==> src/rtl/dot_product_accum.sv <==
// Sums LEN consecutive unsigned products from the multiplier stream into one
// saturating dot-product result, presented on a valid/ready port.
module dot_product_accum #(
  parameter int WIDTH     = 16,
  parameter int ACC_WIDTH = 40,
  parameter int LEN       = 8
) (
  input  logic                       clk,
  input  logic                       rst,
  input  logic                       start,
  input  logic [2*WIDTH-1:0]         product_in,
  input  logic                       prod_valid,
  output logic                       busy,
  output logic [$clog2(LEN+1)-1:0]   count,
  output logic [ACC_WIDTH-1:0]       acc_out,
  output logic                       acc_valid,
  input  logic                       acc_ready,
  output logic                       overflow,
  output logic                       drop_err,
  output logic [1:0]                 state_dbg
);

  localparam int CNT_W = $clog2(LEN+1);
  localparam logic [CNT_W-1:0] LAST_CNT = CNT_W'(LEN-1);

  // Handshake: acc_out/overflow transfer on a cycle where acc_valid && acc_ready;
  // once raised, acc_valid and its payload stay stable until that cycle.
  typedef enum logic [1:0] {IDLE = 2'd0, ACCUM = 2'd1, HOLD = 2'd2} state_e;

  state_e               state_q, state_d;
  logic [ACC_WIDTH-1:0] acc_q, acc_d;
  logic [CNT_W-1:0]     cnt_q, cnt_d;
  logic                 ovf_q, ovf_d;
  logic [ACC_WIDTH-1:0] out_q, out_d;
  logic                 out_ovf_q, out_ovf_d;
  logic                 valid_q, valid_d;
  logic                 drop_q, drop_d;

  logic [ACC_WIDTH:0]   sum;
  logic [ACC_WIDTH-1:0] acc_sat;
  logic                 sum_carry;

  always_ff @(posedge clk or negedge rst) begin
    if (!rst) begin
      state_q   <= IDLE;
      acc_q     <= '0;
      cnt_q     <= '0;
      ovf_q     <= 1'b0;
      out_q     <= '0;
      out_ovf_q <= 1'b0;
      valid_q   <= 1'b0;
      drop_q    <= 1'b0;
    end else begin
      state_q   <= state_d;
      acc_q     <= acc_d;
      cnt_q     <= cnt_d;
      ovf_q     <= ovf_d;
      out_q     <= out_d;
      out_ovf_q <= out_ovf_d;
      valid_q   <= valid_d;
      drop_q    <= drop_d;
    end
  end

  // A carry out of the accumulator width means saturation; an already
  // saturated accumulator carries on any nonzero add and so stays saturated.
  always_comb begin
    sum       = {1'b0, acc_q} + (ACC_WIDTH+1)'(product_in);
    sum_carry = sum[ACC_WIDTH];
    acc_sat   = sum_carry ? {ACC_WIDTH{1'b1}} : sum[ACC_WIDTH-1:0];
  end

  always_comb begin
    state_d   = state_q;
    acc_d     = acc_q;
    cnt_d     = cnt_q;
    ovf_d     = ovf_q;
    out_d     = out_q;
    out_ovf_d = out_ovf_q;
    valid_d   = valid_q;
    drop_d    = drop_q;

    case (state_q)
      IDLE: begin
        if (prod_valid) drop_d = 1'b1;
        if (start) begin
          state_d = ACCUM;
          acc_d   = '0;
          cnt_d   = '0;
          ovf_d   = 1'b0;
        end
      end
      ACCUM: begin
        if (start) begin
          acc_d = '0;
          cnt_d = '0;
          ovf_d = 1'b0;
        end else if (prod_valid) begin
          acc_d = acc_sat;
          ovf_d = ovf_q | sum_carry;
          cnt_d = cnt_q + 1'b1;
          if (cnt_q == LAST_CNT) begin
            state_d   = HOLD;
            out_d     = acc_sat;
            out_ovf_d = ovf_q | sum_carry;
            valid_d   = 1'b1;
          end
        end
      end
      HOLD: begin
        if (prod_valid) drop_d = 1'b1;
        if (valid_q && acc_ready) begin
          valid_d = 1'b0;
          if (start) begin
            state_d = ACCUM;
            acc_d   = '0;
            cnt_d   = '0;
            ovf_d   = 1'b0;
          end else begin
            state_d = IDLE;
          end
        end
      end
      default: state_d = IDLE;
    endcase
  end

  assign busy      = (state_q == ACCUM);
  assign count     = cnt_q;
  assign acc_out   = out_q;
  assign acc_valid = valid_q;
  assign overflow  = out_ovf_q;
  assign drop_err  = drop_q;
  assign state_dbg = state_q;

endmodule
==> config.mk <==
export PLATFORM = sky130hd
export DESIGN_NAME = dot_product_accum
export DESIGN_NICKNAME = d
export VERILOG_FILES = /design/src/rtl/dot_product_accum.sv
export SDC_FILE = /design/constraint.sdc
export NUM_CORES = 1
export LEC_CHECK = 0
export CELL_PAD_IN_SITES_DETAIL_PLACEMENT = 0
export CELL_PAD_IN_SITES_GLOBAL_PLACEMENT = 1
export CORE_ASPECT_RATIO = 0.6
export CORE_MARGIN = 1.5
export CORE_UTILIZATION = 46
export CTS_BUF_LIST = sky130_fd_sc_hd__clkbuf_4
export DETAILED_ROUTE_END_ITERATION = 16
export PLACE_DENSITY = 0.91
export SYNTH_ARGS = -nofsm -noshare
export SYNTH_HDL_FRONTEND = slang
export SYNTH_SLANG_ARGS = --single-unit
==> constraint.sdc <==
create_clock -name clk -period 6.2 [get_ports clk]
set_input_delay 0.62 -clock clk [delete_from_list [all_inputs] [get_ports clk]]
set_output_delay 0.62 -clock clk [all_outputs]
set_load 0.02 [all_outputs]
Yosys cells after proc, flatten, opt, wreduce, memory -nomap -nowiden
Cells that the tools add are included.
W data, S select, Z words.
Operators by class
  $add $sub $neg: 2
  equal/unequal tests: 9
  muxes and demuxes: 28
  bitwise operators: 2
  reductions and logical operators: 10
Operators with widths (number)
  $mux W40: 5
  $pmux W40 S3: 1
  $add A40 B32 Y41: 1
  $mux W4: 4
  $pmux W4 S3: 1
  $mux W2: 5
  $reduce_and A5 Y1: 2
  $mux W1: 9
  $ne A2 B2 Y1 const B: 4
  $pmux W2 S3: 1
  $add A4 B1 Y4 const B: 1
  $eq A4 B3 Y1 const B: 1
  $reduce_and A4 Y1: 1
  $ne A3 B3 Y1 const B: 1
  $pmux W1 S3: 1
  $reduce_and A3 Y1: 1
  $reduce_bool A3 Y1: 1
  $eq A2 B1 Y1 const B: 1
  $eq A2 B2 Y1 const B: 1
  $logic_not A2 Y1: 1
  $ne A2 B1 Y1 const B: 1
  $pmux W1 S2: 1
  $reduce_and A2 Y1: 1
  $reduce_bool A2 Y1: 1
  other kinds (4): 4
Word-level totals
  flip-flop bits (word level): 90
  input port bits: 37
  output and inout bits: 50
  logic and storage cells: 59

Logic depth before layout (Yosys ltp)
  depth after elaboration: 5
  mapped depth: 13
  gate-level depth less buffers: 11

Least setup slack after synthesis
Ideal clock, no wire load.
  path type: input-to-reg
  from: input port product_in[0]
  to: register acc_q[24]
  setup time: 121 ps
  data arrival time: 2905 ps
  required time: 6079 ps
  path slack: 3174 ps
  cell stages on the path: 12
  buffers on the path: 2
  cell sequence: ha_1 fa_1 a21o_1 a311o_1 a21oi_1 a21oi_1 o21ai_2 or2_1 buf_2 buf_2 nand2_1 a22o_1
Between the ends
  longest elaborated chain between the ends: 5
RTL lines
  from (decl): RTL line 11  | input logic [2*WIDTH-1:0] product_in,
  $add A40 B32 Y41: RTL line 68  | sum = {1'b0, acc_q} + (ACC_WIDTH+1)'(product_in);
  $mux W40: RTL line 70  | acc_sat = sum_carry ? {ACC_WIDTH{1'b1}} : sum[ACC_WIDTH-1:0];
  $mux W40: RTL line 98  | end else if (prod_valid) begin
  $mux W40: RTL line 94  | if (start) begin
  $pmux W40 S3: RTL line 83  | case (state_q)
  to (signal assigned): RTL line 46  | acc_q <= '0;
  to (signal assigned): RTL line 55  | acc_q <= acc_d;
  to (decl): RTL line 31  | logic [ACC_WIDTH-1:0] acc_q, acc_d;
No other way between the ends. The select of a mux whose other input is x is not followed.
A chain may end at the register's enable or synchronous reset.

Worst setup path after layout
  from: input port product_in[0]
  to: register out_q[30], in the netlist acc_out[30]
Between the ends
  longest elaborated chain between the ends: 2
RTL lines
  $add A40 B32 Y41: RTL line 68
  $mux W40: RTL line 70
  to (signal assigned): RTL line 58  | out_q <= out_d;
  to (decl): RTL line 34  | logic [ACC_WIDTH-1:0] out_q, out_d;
No other way between the ends.

==> results.py <==
metrics = {
    "clock_network": {
        "cts_tree": "built",
        "post_cts_buffers": 0,
        "clk_latency_ns": 0.48,
        "cts.sinks": 90,
        "ctsResizeCount": 0,
        "path_clk_slew_ns": 0.16,
        "clockRootBuffer": "clkbuf_4",
        "cts_made_buffers": 9,
        "hold_buffers": 0,
        "h-tree-depth": 3,
        "clockBufferDepth": 2,
    },
    "logic_synthesis": {
        "synth_top_area_share_pct": 41.7,
        "synthFlopType": "dfrtp_1",
        "ys_seq_elements": 90,
        "synthArstFlopShare_pct": 100,
        "yosysSeqAreaShare_pct": 41.7,
        "synth_cells": 592,
        "yosys-top-cells-area": "dfrtp_1, ha_1, nand2_1",
        "avgSynthCellArea_um2": 9.13,
        "yosysUniqueCellTypes": 60,
        "synth_area_um2": 5410,
        "synth_edf_count": 0,
        "syn_nets": 663,
        "synth_warnings": 0,
        "synth_area_leader_cell": "dfrtp_1",
    },
    "floorplanning": {
        "die_x_um": 143,
        "die_h_um": 87.0,
        "num_rows": 30,
        "core_area_um2": 11400,
        "start_util_pct": 47.5,
        "fp.dieArea_um2": 12400,
        "pin_count": 87,
    },
    "pwr": {
        "peakVddDrop_uv": 168,
        "p_int_uw": 1330,
        "p_sw_share_pct": 42.5,
        "switchingPower_uw": 980,
        "power.density_nw_per_um2": 353,
        "p_leak_uw": 0.00300,
        "comb_power_share_pct": 51.1,
        "power_uw": 2310,
        "seqPwrFrac_pct": 33.5,
        "p_clk_share_pct": 15.3,
    },
    "sta": {
        "slew_violations": 0,
        "totalNegativeSetupSlack_ns": 0,
        "finalSetupViolCount": 0,
        "holdWs_ns": 0.0707,
        "tightest_slew_ns": 0.961,
        "fin_crit_sh_pct": 64.7,
        "period_needed_ns": 4.01,
        "finClkSkew_ns": 0.0273,
        "rsz0062_at_grt": "false",
        "timing.fmax_mhz": 249,
        "hold_viol": 0,
        "slew-limit-headroom_pct": 35.7,
    },
    "layout": {
        "syn_to_final_growth_pct": 20.7,
        "mostFrequentLayoutCells": "dfrtp_1, clkdlybuf4s50_1, nand2_1",
        "layout-drive-gt1-share_pct": 6.41,
        "stdcell_count": 831,
        "final_common_cell": "dfrtp_1",
        "diodes": 0,
        "final_nets": 737,
        "fillers": 1001,
    },
    "setup_path": {
        "required_ns": 6.56,
        "cp_cell_sequence": "clkdlybuf4s50_1 > ha_1 > fa_1 > a21o_1 > a311o_1 > a21oi_1 > a21oi_1 > o21ai_2 > or2_1 > buf_4 > nand2_1 > o22a_1",
        "crit_type": "in2reg",
        "arrival_ns": 4.37,
        "r2r_start": "acc_q[0]$_DFFE_PN0P_",
        "path_depth": 12,
        "r2r-end": "acc_out[30]$_DFFE_PN0P_",
        "crit_path_end_kind": "flip-flop",
        "critPathLaunchType": "primary input",
        "crit_buf_inv": 2,
        "reg2reg_slack_ns": 2.34,
        "worstRegToRegCells": 11,
        "cpPeakStageDelay_ns": 0.72,
        "path_max_fanout": 22,
        "cp_common_cell": "a21oi_1",
        "path_delay_family": "compound AO/OA/AOI/OAI gates",
        "slowest_stage": "or2_1",
    },
    "routing": {
        "ant_nets": 0,
        "via_per_inst": 5.85,
        "dr.first_iter.drc_count": 336,
        "wl_per_cell_um": 17.4,
        "firstDrtPassIters": 7,
        "wl_um": 14500,
        "vias": 4858,
        "drc": 0,
    },
    "grt": {
        "grt_pass1_vias": 4608,
        "grt_max_degree": 54,
        "antenna_found_initial": 0,
        "grt_pass1_wl_um": 23800,
        "grtUsageTotal_pct": 24.6,
        "overflow": 0,
    },
    "place": {
        "dp.cells": 815,
        "gp_congestion": 0.885,
        "port_buffers": 86,
        "dp_hpwl_um": 10700,
    },
    "flow_run": {
        "maxCapViolCount": 0,
    },
    "status": {
        "outcome": "completed",
    },
    "min_path": {
        "hold_path.class": "in2async",
    },
}
-- cell families (layout without fill, tap and decap cells) --
family / after synthesis / after routing / share of synthesized area [%]
XOR/XNOR: 32 / 32 / 5.18
multiplexers: 4 / 4 / 0.764
AND/OR/NAND/NOR: 192 / 192 / 16.4
flip-flops: 90 / 90 / 41.7
buffers and inverters: 34 / 113 / 2.80
adder cells (fa/ha/maj): 34 / 34 / 8.01
AO/OA/AOI/OAI: 206 / 206 / 25.2
-- metrics by stage --
step                util [%]  area (µm²)  setup WS [ns]
floorplan                  -        5410           3.17
global placement        56.1        6380           1.83
detailed placement      56.1        6380           1.69
CTS                     57.4        6530           2.19
global route            57.4        6530           2.00
finish                  57.4        6530           2.19
-- worst max path at each step --
stage | start | end | slack (ns)
after detailed placement | product_in[0] | acc_out[30]$_DFFE_PN0P_ | 1.69
after global placement | product_in[0] | acc_out[30]$_DFFE_PN0P_ | 1.83
after global routing | product_in[0] | acc_out[22]$_DFFE_PN0P_ | 2.00
after floorplan | product_in[0] | acc_q[24]$_DFFE_PN0P_ | 3.17
after CTS | product_in[0] | acc_out[22]$_DFFE_PN0P_ | 2.19
final | product_in[0] | acc_out[30]$_DFFE_PN0P_ | 2.19
-- area by class of cell --
class	count	area (µm²)	area share (%)
timing repair buffer	90	888	13.6
tap	160	200	3.07
clock inverter	6	72.6	1.11
sequential	90	2250	34.5
multi-input combinational	468	3010	46.1
inverter	7	26.3	0.403
clock buffer	10	75.1	1.15
-- flip-flops by register name (all words and copies together), names as in the netlist --
signal,count
acc_out,40
count,4
drop_err,1
overflow,1
acc_q,40
state_dbg,2
acc_valid,1
ovf_q,1
-- synth_stat cells (3+ instances only) --
cell	instances
dfrtp_1	90
nand2_1	70
nor2_1	59
a21oi_1	49
o21ai_0	43
ha_1	33
a21o_1	23
a31oi_1	22
xnor2_1	21
clkbuf_1	18
nand3_1	11
xor2_1	11
o21ai_1	10
and2_1	8
nand4_1	8
a211oi_1	7
a22o_1	7
and3_1	7
inv_1	7
nor3_1	7
buf_2	6
o221a_2	6
o22a_1	5
nand2b_1	4
o21a_1	4
o21bai_1	4
a21boi_0	3
and4_1	3
mux2i_1	3
nor2b_1	3
o211ai_1	3
-- layer usage --
| layer | vias to the layer above | GRT usage (%) | share of wire [%] |
|---|---|---|---|
| met3 | 13 | 4.23 | 5.7 |
| met1 | 2377 | 36.9 | 51 |
| met4 | 0 | 7.31 | 1.0 |
| met2 | 161 | 36.2 | 42 |
| li1 | 2307 | - | - |
| met5 | - | 0 | 0 |
-- power groups by stage --
stage,registers [µW],clock network (µW),logic [µW]
after CTS,773,363,1170
after floorplan,794,0,837
after global routing,789,387,1310
final,773,354,1180
after global placement,780,0,1150
after detailed placement,784,0,1160
(Power assumes the default switching activity.)
